`src/rtl/uart2ahb_pkg.sv`:
```
// Shared constants for the uart2ahb bridge: baud generator widths and default divisors.
// Divisor defaults assume a 50 MHz project clock with 16x oversampling.
package uart2ahb_pkg;

    localparam int BAUD_W  = 18;
    localparam int BAUD_OS = 16;
    localparam int CLK_HZ  = 50_000_000;

    // round(CLK_HZ / (baud * BAUD_OS))
    localparam logic [BAUD_W-1:0] DIV_115200 = 18'd27;
    localparam logic [BAUD_W-1:0] DIV_9600   = 18'd326;

    function automatic int os_cnt_w(input int os);
        return $clog2(os);
    endfunction

endpackage

```
`src/rtl/borrow_cmp.sv`:
```
// W-bit ripple subtractor reduced to its borrow chain; ge is high when a >= b (unsigned).
module borrow_cmp #(
    parameter int W = 18
) (
    input  logic [W-1:0] a,
    input  logic [W-1:0] b,
    output logic         ge
);

    // Each stage keeps its own borrow nets so the chain is not one self-referencing vector.
    for (genvar gi = 0; gi < W; gi++) begin : g_stage
        logic bin;
        logic bout;
        if (gi == 0) begin : g_first
            assign bin = 1'b0;
        end else begin : g_next
            assign bin = g_stage[gi-1].bout;
        end
        assign bout = (~a[gi] & b[gi]) | (~(a[gi] ^ b[gi]) & bin);
    end

    assign ge = ~g_stage[W-1].bout;

endmodule

```
`src/rtl/baud_tick_gen.sv`:
```
// Programmable baud tick generator: prescaler, oversample counter and shadowed divisor.
// Emits registered os/mid/bit ticks for the UART RX/TX samplers.
module baud_tick_gen
    import uart2ahb_pkg::*;
#(
    parameter int           W         = BAUD_W,
    parameter int           OS        = BAUD_OS,
    parameter logic [W-1:0] DIV_RESET = W'(DIV_115200)
) (
    input  logic         clk,
    input  logic         rst,
    input  logic         en,
    input  logic         clr,
    input  logic         div_wr,
    input  logic [W-1:0] div_in,
    output logic         os_tick,
    output logic         mid_tick,
    output logic         bit_tick,
    output logic [W-1:0] cnt,
    output logic [W-1:0] div_cur,
    output logic         div_pend
);

    localparam int             OSW       = os_cnt_w(OS);
    localparam logic [W-1:0]   ONE       = W'(1);
    localparam logic [W-1:0]   DIV_RST_S = (DIV_RESET == '0) ? ONE : DIV_RESET;
    localparam logic [OSW-1:0] OS_ONE    = OSW'(1);
    localparam logic [OSW-1:0] OS_MID    = OSW'(OS / 2 - 1);
    localparam logic [OSW-1:0] OS_LAST   = OSW'(OS - 1);

    logic [W-1:0]   cnt_reg, cnt_next;
    logic [W-1:0]   div_cur_reg, div_cur_next;
    logic [W-1:0]   shadow_reg, shadow_next;
    logic [OSW-1:0] os_cnt_reg, os_cnt_next;
    logic           pend_reg, pend_next;
    logic           os_tick_reg, os_tick_next;
    logic           mid_tick_reg, mid_tick_next;
    logic           bit_tick_reg, bit_tick_next;

    logic [W-1:0]   div_lim;
    logic [W-1:0]   div_in_s;
    logic           term;
    logic           apply;

    // div_cur is never 0, so div_cur-1 cannot underflow.
    assign div_lim  = div_cur_reg - ONE;
    assign div_in_s = (div_in == '0) ? ONE : div_in;

    borrow_cmp #(.W(W)) u_term_cmp (
        .a  (cnt_reg),
        .b  (div_lim),
        .ge (term)
    );

    // A pending divisor is swapped in only where the prescale phase is safe to disturb.
    assign apply = pend_reg & ((term & en) | ~en | clr);

    always_comb begin
        cnt_next      = cnt_reg;
        os_cnt_next   = os_cnt_reg;
        div_cur_next  = div_cur_reg;
        shadow_next   = shadow_reg;
        pend_next     = pend_reg;
        os_tick_next  = 1'b0;
        mid_tick_next = 1'b0;
        bit_tick_next = 1'b0;

        if (clr) begin
            cnt_next    = '0;
            os_cnt_next = '0;
        end else if (en) begin
            if (term) begin
                cnt_next      = '0;
                os_cnt_next   = os_cnt_reg + OS_ONE;
                os_tick_next  = 1'b1;
                mid_tick_next = (os_cnt_reg == OS_MID);
                bit_tick_next = (os_cnt_reg == OS_LAST);
            end else begin
                cnt_next = cnt_reg + ONE;
            end
        end

        if (apply) begin
            div_cur_next = shadow_reg;
            pend_next    = 1'b0;
        end
        // A write on the apply edge lands in the shadow and stays pending.
        if (div_wr) begin
            shadow_next = div_in_s;
            pend_next   = 1'b1;
        end
    end

    always_ff @(posedge clk or posedge rst) begin
        if (rst) begin
            cnt_reg      <= '0;
            os_cnt_reg   <= '0;
            div_cur_reg  <= DIV_RST_S;
            shadow_reg   <= DIV_RST_S;
            pend_reg     <= 1'b0;
            os_tick_reg  <= 1'b0;
            mid_tick_reg <= 1'b0;
            bit_tick_reg <= 1'b0;
        end else begin
            cnt_reg      <= cnt_next;
            os_cnt_reg   <= os_cnt_next;
            div_cur_reg  <= div_cur_next;
            shadow_reg   <= shadow_next;
            pend_reg     <= pend_next;
            os_tick_reg  <= os_tick_next;
            mid_tick_reg <= mid_tick_next;
            bit_tick_reg <= bit_tick_next;
        end
    end

    assign os_tick  = os_tick_reg;
    assign mid_tick = mid_tick_reg;
    assign bit_tick = bit_tick_reg;
    assign cnt      = cnt_reg;
    assign div_cur  = div_cur_reg;
    assign div_pend = pend_reg;

endmodule

```
`config.mk`:
```
export PLATFORM = sky130hd
export DESIGN_NAME = baud_tick_gen
export DESIGN_NICKNAME = d
export VERILOG_FILES = /design/src/rtl/uart2ahb_pkg.sv /design/src/rtl/borrow_cmp.sv /design/src/rtl/baud_tick_gen.sv
export SDC_FILE = /design/constraint.sdc
export NUM_CORES = 1
export LEC_CHECK = 0
export ABC_CLOCK_PERIOD_IN_PS = 11200
export CORE_MARGIN = 5
export CORE_UTILIZATION = 40
export CTS_BUF_LIST = sky130_fd_sc_hd__clkbuf_2
export CTS_CLUSTER_DIAMETER = 30
export DETAILED_ROUTE_END_ITERATION = 10
export GPL_TIMING_DRIVEN = 0
export PLACE_DENSITY = 0.61
export SLEW_MARGIN = 0
export SYNTH_ARGS = -nofsm -noshare
export SYNTH_HDL_FRONTEND = slang
export SYNTH_SLANG_ARGS = --single-unit
```
`constraint.sdc`:
```
create_clock -name clk -period 11.2 [get_ports clk]
set_input_delay 2.24 -clock clk [delete_from_list [all_inputs] [get_ports clk]]
set_output_delay 2.24 -clock clk [all_outputs]
set_load 0.01 [all_outputs]
```
==> reports/qor.csv <==
metric,value,unit
Total GRT Usage,15.6,%
met2 Use GR,24.4,%
Routed Antenna Nets,0,
largest net degree at the start of global routing,37,
synthesized instance count,315,
synthesis warning total,0,
GR Util met3,5.84,%
TritonCTS clock tree,done,
Avg Inst Size Synth,11.1,um2
largest family of logic cells by synthesized area,simple AND/OR/NAND/NOR gates,
Post-Synth Simple-Gate Area,16.4,%
Seq cells post-synth,62,
Reg-to-Reg Start,div_cur[2],
Worst-path clk slew,0.18,ns
Worst Setup Start Kind,flip-flop,
I/O pins,63,
CTS Sinks,62,
H-Tree Depth,3,
Sw Ratio,32.0,%
initial antenna violation count,0,
Final HPWL DP,5850,um
min Tclk post-route,3.94,ns
"Cell Area, Synth",3490,um2
hold crit path type,reg2reg,
switching power,0.207,mW
Power Density,147,nW/um2
asr flop ratio synth,100,%
crit-path cells,"nor4_1, nand2_1, nor4_1, nand2_1, nor2_1, xor2_1, ha_1, a21o_1, a2111oi_4, a311o_4, nand2_4, buf_6, mux2_4",
CP Class,reg2reg,
Root Driver,clkbuf_2,
Vert. Die Dim,103,um
CP arrival,4.32,ns
nets,431,
worst endpoint required time,11.58,ns
Compound-Gate Fraction of Synth Area,10.4,%
layout cells sized above 1,20.4,%
Post-CTS Hold Buffers,0,
total grt overflow,0,
clock network power share,24.2,%
final number of setup-violating endpoints,0,
fmax,0.254,GHz
Pleak,1.80,nW
Least-Margin Pin Slew,0.655,ns
"EDFF count, synth",0,
Initial Util,40.6,%
Via density,5.14,
Adder-Cell Fraction of Synth Area,7.17,%
vias in the first global route,2672,
drt total wl,7510,um
CP Max Fanout,10,
distinct cell type count of the synthesized netlist,51,
Die W,103,um
crit-path max cell delay,0.48,ns
highest-count cells in the layout ignoring fill and taps,"61 x clkdlybuf4s50_1, 54 x dfrtp_1, 28 x mux2_2, 22 x inv_1, 20 x ha_1",
Worst Clk Skew,0.0124,ns
RSZ-0062 raised after global routing,false,
Max-Cap Viols,0,
Pre-Repair DR Iteration Count,4,
Synth Area in XOR/XNOR,4.02,%
Tcrit/Tclk final,35.2,%
setup TNS,0,ns
internal power,0.439,mW
die area,10700,um2
Max-slew headroom,56.3,%
# rows,34,
I/O Buffers,61,
clk_lat worst skew,0.48,ns
initial drt markers,81,
met1 GRT Util,20.5,%
Synth Flop Type,dfrtp_1,
Post-CTS Setup Inserts,0,
CTS buffer count,9,
mux share of post-synthesis cell area,13.6,%
Syn Nets,358,
via count,2576,
post_cts resized,0,
first-pass GRT wire length,13000,um
Critical Path Start,div_cur[2],
sequential share of power,44.8,%
Layout area overhead,25.8,%
status,"complete, no violations",
routability congestion estimate,0.769,
drt drc,0,
clock buffer depth,2,
fill count,788,
Placement Cell Area,4260,um2
Final Cell Area,4390,um2
"Buf+Inv Stages, Crit Path",1,
"commonest non-fill, non-tap cell in the layout",clkdlybuf4s50_1,
slowest CP cell,dfrtp_1,
routed len/inst,15.0,um
Antenna Cells,0,
busiest grt layer,met2,
hold wc startpoint,shadow_reg[10],
Top delay family on crit path,simple AND/OR/NAND/NOR gates,
core box area,8590,um2
CP endpoint kind,flip-flop,
post-synthesis sequential area ratio,44.7,%
Comb pwr share,31.0,%
final slew viol count,0,
Final Hold Fails,0,
Max VDD drop,79.8,uV
[metal layers]
metal / vias up / routed length, um / share of wire, %
met1: 1218 / 3410 / 45
met2: 66 / 3470 / 46
met4: 0 / 63 / 0.84
met3: 6 / 559 / 7.4
met5: - / 0 / 0
li1: 1286 / - / -
[metrics by stage]
| step | hold slack (ns) | setup WS [ns] | utilization, % | cells | power (mW) |
|---|---|---|---|---|---|
| global route | 0.554 | 6.92 | 51.1 | 501 | 0.694 |
| finish | 0.526 | 7.26 | 51.1 | 501 | 0.645 |
| CTS | 0.531 | 7.23 | 51.1 | 501 | 0.655 |
| detailed placement | 0.490 | 6.94 | 49.5 | 485 | 0.498 |
| global placement | 0.487 | 6.24 | 49.3 | 484 | 0.492 |
| floorplan | 0.477 | 7.43 | - | 315 | 0.417 |
[path summary, 6_finish.rpt]
check / endpoint / slack (ns) / depth (start not counted)
min: div_cur[10] / 0.53 / 1
max: div_cur[17] / 7.26 / 13
min in group asynchronous: shadow_reg[2] / 2.12 / 2
max in group asynchronous: shadow_reg[0] / 8.42 / 3
max reg2reg: div_cur[17] / 7.26 / 13
min reg2reg: div_cur[10] / 0.53 / 1
[power by group through the flow]
stage	Combinational (mW)	Sequential, mW	Clock [mW]
finish	0.200	0.289	0.156
global route	0.225	0.296	0.173
CTS	0.205	0.289	0.161
detailed placement	0.204	0.294	0
global placement	0.199	0.293	0
floorplan	0.123	0.293	0
[final cells by class]
cell class              instances  area (um2)  area share, %
clock inverters                 7        88.8           2.02
well taps                     108         135           3.08
clock buffers                   9        45.0           1.03
flip-flops and latches         62        1560           35.6
inverters                      23        86.3           1.97
multi-input cells             223        1800           41.1
repair buffers                 62         631           14.4
plain buffers                   7        38.8          0.884
[synthesized netlist by cell type, types with 2 or more instances]
master / count / share of area (%)
nor4_1: 8 / 1.4
nor2b_1: 5 / 0.90
xor2_1: 9 / 2.3
mux2_4: 10 / 4.3
or4_1: 2 / 0.43
nor2_1: 13 / 1.4
nand3_1: 12 / 1.7
nand2b_1: 5 / 0.90
xnor2_1: 7 / 1.8
mux2_2: 28 / 9.0
a21o_1: 2 / 0.43
dfstp_2: 8 / 6.0
clkbuf_1: 4 / 0.43
dfrtp_1: 54 / 39
and3_1: 4 / 0.72
ha_1: 20 / 7.2
o311ai_0: 2 / 0.50
inv_1: 23 / 2.5
a21oi_1: 17 / 2.4
or3_1: 15 / 2.7
o22ai_1: 2 / 0.36
nand3_2: 2 / 0.57
o21ai_0: 15 / 2.2
nor3_1: 5 / 0.72
nand4_1: 3 / 0.54
nand2_1: 15 / 1.6
[worst reg2reg max path, stage by stage (launching register included)]
cell       delay [ns]
dfrtp_1          0.48
nor4_1           0.38
nand2_1          0.17
nor4_1           0.45
nand2_1          0.18
nor2_1           0.15
xor2_1           0.17
ha_1             0.26
a21o_1           0.21
a2111oi_4        0.43
a311o_4          0.35
nand2_4          0.13
buf_6            0.19
mux2_4           0.29
[kinds of logic after synthesis]
group / after synthesis
AO/OA/AOI/OAI: 50
XOR/XNOR: 16
adder cells (fa/ha/maj): 20
buffers and inverters: 30
flip-flops: 62
multiplexers: 39
AND/OR/NAND/NOR: 98
No activity file was read; power rests on OpenSTA's default activity.
